==> src/rtl/if_fetch_stage.sv <==
// Instruction-fetch stage: owns the PC, drives the instruction SRAM read port and
// applies decode's branch redirects, parking a redirect that arrives while stalled.
//
// state   | meaning
// S_RESET | first cycle out of reset, PC not yet valid
// S_RUN   | fetching; PC advances whenever stall[0] is low
// S_HOLD  | stalled with a captured redirect waiting for release
module if_fetch_stage #(
    parameter logic [31:0] RESET_PC    = 32'hBFC0_0000,
    parameter int          IF_TO_ID_WD = 33,
    parameter int          BR_WD       = 33,
    parameter int          STALL_WD    = 6
) (
    input  logic                   clk,
    input  logic                   rst,
    input  logic [STALL_WD-1:0]    stall,
    input  logic [BR_WD-1:0]       br_bus,
    output logic [IF_TO_ID_WD-1:0] if_to_id_bus,
    output logic                   inst_sram_en,
    output logic [3:0]             inst_sram_wen,
    output logic [31:0]            inst_sram_addr,
    output logic [31:0]            inst_sram_wdata,
    output logic                   fetch_adel,
    output logic                   redirect_pending
);

    typedef enum logic [1:0] {
        S_RESET = 2'd0,
        S_RUN   = 2'd1,
        S_HOLD  = 2'd2
    } state_t;

    state_t      state_q, state_d;
    logic [31:0] pc_q, pc_d;
    logic        ce_q, ce_d;
    logic        pend_valid_q, pend_valid_d;
    logic [31:0] pend_addr_q, pend_addr_d;

    logic        br_e;
    logic [31:0] br_addr;
    logic        stop;
    logic [31:0] next_pc;
    logic        unused_stall_hi;

    assign br_e            = br_bus[BR_WD-1];
    assign br_addr         = br_bus[31:0];
    assign stop            = stall[0];
    assign unused_stall_hi = ^stall[STALL_WD-1:1];

    // A live redirect from decode is newer than anything parked during a stall.
    assign next_pc = br_e         ? br_addr     :
                     pend_valid_q ? pend_addr_q :
                                    pc_q + 32'd4;

    always_comb begin
        state_d      = state_q;
        pc_d         = pc_q;
        ce_d         = ce_q;
        pend_valid_d = pend_valid_q;
        pend_addr_d  = pend_addr_q;
        unique case (state_q)
            S_RESET: begin
                pc_d    = RESET_PC;
                ce_d    = 1'b1;
                state_d = S_RUN;
            end
            S_RUN: begin
                if (!stop) begin
                    pc_d         = next_pc;
                    pend_valid_d = 1'b0;
                end else if (br_e) begin
                    pend_valid_d = 1'b1;
                    pend_addr_d  = br_addr;
                    state_d      = S_HOLD;
                end
            end
            S_HOLD: begin
                if (stop) begin
                    if (br_e) begin
                        pend_addr_d = br_addr;
                    end
                end else begin
                    pc_d         = next_pc;
                    pend_valid_d = 1'b0;
                    state_d      = S_RUN;
                end
            end
            default: begin
                state_d = S_RESET;
            end
        endcase
    end

    always_ff @(posedge clk or posedge rst) begin
        if (rst) begin
            state_q      <= S_RESET;
            pc_q         <= RESET_PC - 32'd4;
            ce_q         <= 1'b0;
            pend_valid_q <= 1'b0;
            pend_addr_q  <= 32'd0;
        end else begin
            state_q      <= state_d;
            pc_q         <= pc_d;
            ce_q         <= ce_d;
            pend_valid_q <= pend_valid_d;
            pend_addr_q  <= pend_addr_d;
        end
    end

    // A misaligned PC is still handed to decode so the exception travels with it.
    assign fetch_adel       = ce_q & (pc_q[1:0] != 2'b00);
    assign inst_sram_en     = ce_q & ~fetch_adel;
    assign inst_sram_addr   = pc_q;
    assign inst_sram_wen    = 4'b0000;
    assign inst_sram_wdata  = 32'd0;
    assign if_to_id_bus     = ce_q ? {1'b1, pc_q} : '0;
    assign redirect_pending = pend_valid_q;

endmodule

==> config.mk <==
export PLATFORM = sky130hd
export DESIGN_NAME = if_fetch_stage
export DESIGN_NICKNAME = d
export VERILOG_FILES = /design/src/rtl/if_fetch_stage.sv
export SDC_FILE = /design/constraint.sdc
export NUM_CORES = 1
export LEC_CHECK = 0
export BUFFER_PORTS_ARGS = -buffer_cell sky130_fd_sc_hd__buf_2
export CORE_MARGIN = 2
export CORE_UTILIZATION = 53
export CTS_BUF_LIST = sky130_fd_sc_hd__clkbuf_8
export CTS_CLUSTER_SIZE = 8
export DETAILED_ROUTE_END_ITERATION = 12
export PLACE_DENSITY = 0.9
export SLEW_MARGIN = 20
export SYNTH_ARGS = -nofsm -noshare
export SYNTH_HDL_FRONTEND = slang
export SYNTH_SLANG_ARGS = --single-unit
==> constraint.sdc <==
create_clock -name clk -period 2.89 [get_ports clk]
set_clock_uncertainty 0.15 [all_clocks]
set_input_delay 0.578 -clock clk [delete_from_list [all_inputs] [get_ports clk]]
set_output_delay 0.578 -clock clk [all_outputs]
set_load 0.01 [all_outputs]
==> impl_metrics.xml <==
<?xml version="1.0" encoding="UTF-8"?>
<metrics>
  <group name="finish">
    <metric name="post_layout_nonfiller_instances" unit="">680</metric>
    <metric name="area_growth_from_synthesis_to_final_layout" unit="%">15.36</metric>
    <metric name="fraction_of_layout_instances_using_a_drive_strength_above_1" unit="%">35.65</metric>
    <metric name="insertedDiodeCount" unit="">0</metric>
    <metric name="fin_util" unit="%">62.00</metric>
    <metric name="sequential_cell_area" unit="sq um">1737</metric>
    <metric name="multiInputGateArea" unit="sq um">2248</metric>
    <metric name="nets" unit="">616</metric>
    <metric name="n_fill_cell" unit="">669</metric>
    <metric name="post-route-cell-area" unit="sq um">5017</metric>
  </group>
  <group name="die">
    <metric name="io-pin-count" unit="">145</metric>
    <metric name="die_width" unit="um">94.59</metric>
    <metric name="core_area" unit="sq um">8093</metric>
    <metric name="rows" unit="">33</metric>
    <metric name="start_util" unit="%">53.74</metric>
    <metric name="height_of_the_die" unit="um">94.59</metric>
    <metric name="floorplan.die_area" unit="sq um">8946</metric>
  </group>
  <group name="sta">
    <metric name="finalCriticalPeriod" unit="ps">2594</metric>
    <metric name="setup-tns-final" unit="ps">0</metric>
    <metric name="grt_setup_unrepaired" unit="">no</metric>
    <metric name="report.final.setup_viol" unit="">0</metric>
    <metric name="final_max_slew_viol_count" unit="">0</metric>
    <metric name="worst_slew_slack_as_a_fraction_of_its_limit" unit="%">35.73</metric>
    <metric name="worst_slew_pin_slew" unit="ps">964.1</metric>
    <metric name="max_freq" unit="MHz">385.6</metric>
    <metric name="report.final.hold_viol_count" unit="">0</metric>
    <metric name="layout_worst_path_cycle_share" unit="%">89.74</metric>
  </group>
  <group name="placement">
    <metric name="numPortBuffers" unit="">103</metric>
    <metric name="place_congestion" unit="">0.8714</metric>
    <metric name="instance_area_after_placement" unit="sq um">4832</metric>
    <metric name="placed_cells_incl_taps" unit="">664</metric>
    <metric name="place_hpwl" unit="mm">8.307</metric>
  </group>
  <group name="global_route">
    <metric name="grt_pass1_wl" unit="mm">18.66</metric>
    <metric name="grt_antenna_before_repair" unit="">0</metric>
    <metric name="pin_count_of_the_biggest_net_entering_global_routing" unit="">36</metric>
    <metric name="vias_in_the_first_global_route" unit="">3831</metric>
    <metric name="globalRouteTotalUtil" unit="%">26.85</metric>
    <metric name="globalRoute.totalOverflow" unit="">0</metric>
  </group>
  <group name="synthesis">
    <metric name="post_synth_top_area_share" unit="%">23.01</metric>
    <metric name="syn-mean-instance-area" unit="sq um">9.195</metric>
    <metric name="yosysMostFrequentCell" unit="">dfrtp_1</metric>
    <metric name="synthFlopType" unit="">dfrtp_1</metric>
    <metric name="ys.warnings.count" unit="">0</metric>
    <metric name="ys_top_cells_by_count" unit="">dfrtp_1 (40), buf_4 (39), a21oi_1 (35)</metric>
    <metric name="synth_enable_flop_cells" unit="">0</metric>
    <metric name="ys_top_cells_by_area" unit="">dfrtp_1 (23%), dfstp_2 (17%), mux2_2 (8.0%)</metric>
    <metric name="yosys_register_bits" unit="">68</metric>
    <metric name="synth_cell_type_count" unit="">57</metric>
    <metric name="syn_inst" unit="">473</metric>
    <metric name="synth.cell_area" unit="sq um">4349</metric>
    <metric name="yosysTopAreaCell" unit="">dfrtp_1</metric>
    <metric name="synth-seq-area-share" unit="%">39.93</metric>
    <metric name="async_reset_ff_share" unit="%">100.0</metric>
  </group>
  <group name="routing">
    <metric name="detailedRoute.firstIterationViolations" unit="">277</metric>
    <metric name="antenna_violating_nets_post_route" unit="">0</metric>
    <metric name="routed-wl-met2" unit="mm">5.660</metric>
    <metric name="route.met3.wl" unit="mm">1.135</metric>
    <metric name="detailroute.via_count" unit="">4147</metric>
    <metric name="finalWirelength" unit="mm">11.73</metric>
    <metric name="drt_drc" unit="">0</metric>
    <metric name="topRoutingLayerUsed" unit="">met4</metric>
    <metric name="detail_route.first_pass.iterations" unit="">5</metric>
    <metric name="wirelength_met1" unit="mm">4.583</metric>
    <metric name="via_per_inst" unit="">6.099</metric>
    <metric name="wl_per_cell" unit="um">17.25</metric>
  </group>
  <group name="clock_tree">
    <metric name="clockRootBuffer" unit="">clkbuf_8</metric>
    <metric name="post_cts_setup_buffer_count" unit="">0</metric>
    <metric name="post_cts.resized_instances" unit="">0</metric>
    <metric name="clkLatencyLatePin" unit="ps">360</metric>
    <metric name="clock-sinks" unit="">68</metric>
    <metric name="clock_tree.buffer_depth" unit="">2</metric>
    <metric name="ctsHoldBuffers" unit="">0</metric>
    <metric name="clock_tree_from_tritoncts" unit="">built</metric>
    <metric name="h_tree_levels" unit="">3</metric>
    <metric name="clk_pin_slew_worst_paths" unit="ps">70</metric>
    <metric name="clock_buffer_count_from_cts" unit="">9</metric>
  </group>
  <group name="worst_setup_path">
    <metric name="critPathKind" unit="">flip-flop to primary output</metric>
    <metric name="timing.critical_path.arrival" unit="ps">1870</metric>
    <metric name="r2r-start" unit="">state_q[0]$_DFFE_PP0P_</metric>
    <metric name="critPathLaunch" unit="">ce_q$_DFFE_PP0P_</metric>
    <metric name="worstPathMaxFanout" unit="">35</metric>
    <metric name="critical_path.endpoint_type" unit="">primary output</metric>
    <metric name="start_kind" unit="">flip-flop</metric>
    <metric name="worst-endpoint-required" unit="ps">2160</metric>
  </group>
  <group name="power_and_ir_drop">
    <metric name="power_leakage" unit="nW">2.284</metric>
    <metric name="vdd_drop_max" unit="mV">0.6071</metric>
    <metric name="pwr_density_cell" unit="nW/um^2">1115</metric>
  </group>
  <group name="run_status">
    <metric name="outcome" unit="">finished clean</metric>
  </group>
  <group name="job">
    <metric name="drv_cap" unit="">0</metric>
  </group>
  <group name="min_path">
    <metric name="hold_class" unit="">primary input to async pin</metric>
  </group>
</metrics>
[layout make-up]
cell class | count | area share, %
repair buffers | 120 | 12.82
inverters | 20 | 1.496
clock buffers | 12 | 3.292
clock inverters | 4 | 0.3491
well taps | 105 | 2.618
flip-flops and latches | 68 | 34.61
multi-input cells | 351 | 44.81
[cells in the final DEF (no fill, tap or decap), types with 5 or more instances in the layout]
master / count
and3_1: 6
inv_1: 20
a221oi_1: 5
conb_1: 36
ha_1: 5
buf_4: 17
a31oi_1: 13
nand4_1: 10
dfstp_2: 28
mux2_2: 31
buf_2: 103
o221ai_1: 6
a21oi_1: 35
o22ai_1: 5
and2_1: 34
o21ai_0: 31
nor2_1: 29
and4_1: 5
or2_2: 5
nand3_1: 10
clkbuf_8: 12
dfrtp_1: 40
nand2_1: 24
[where the power goes]
group / switching [mW] / internal (mW) / total, mW / leakage (nW)
sequential: 0.482 / 1.54 / 2.03 / 0.770
combinational: 1.55 / 1.26 / 2.81 / 1.41
clock: 0.382 / 0.373 / 0.755 / 0.105
total: 2.42 / 3.18 / 5.60 / 2.28
[flip-flops by register name (all words and copies together) (netlist names)]
name / count
ce_q: 1
pend_addr_q: 32
inst_sram_addr: 32
state_q: 2
redirect_pending: 1
[per-layer routing]
layer / vias up / track usage [%]
li1: 1830 / -
met1: 1975 / 34.60
met2: 304 / 45.12
met3: 38 / 3.192
met4: 0 / 12.80
met5: - / 0
[cell families (layout without fill, tap and decap cells)]
kind of cell	count (synthesis)	after routing	synth area share, %
other cells	1	36	0.08622
buf+inv	89	156	11.45
mux	34	34	8.717
xor+xnor	1	1	0.2014
fa+ha+maj	5	5	1.438
simple gates	141	141	18.12
compound gates	134	134	20.05
flops	68	68	39.93
[final timing paths]
path | endpoint | slack [ps] | cells past startpoint
worst min-delay path | pend_addr_q[2]$_DFFE_PP0P_ | 40 | 2
min in group clk | pend_addr_q[3]$_DFFE_PP0P_ | 310 | 2
worst max-delay path | fetch_adel | 300 | 3
max in group asynchronous | inst_sram_addr[17]$_DFFE_PP1P_ | 1780 | 3
worst min register to register | pend_addr_q[22]$_DFFE_PP0P_ | 360 | 1
worst max register to register | inst_sram_addr[22]$_DFFE_PP0P_ | 380 | 8
[per-stage QoR]
stage	setup slack, ps	hold slack (ps)	power, mW
floorplan	496.8	320.6	3.815
global placement	216.4	331.9	4.613
detailed placement	140.8	343.9	4.796
CTS	80.69	46.24	5.552
global route	197.1	71.63	5.955
finish	296.4	41.36	5.596
[worst max-delay path, stage by stage, from the launching register on]
cell and delay, ps:
dfrtp_1 750, and2_1 320, or2_2 290, buf_2 140
No activity file was read; power rests on OpenSTA's default activity.
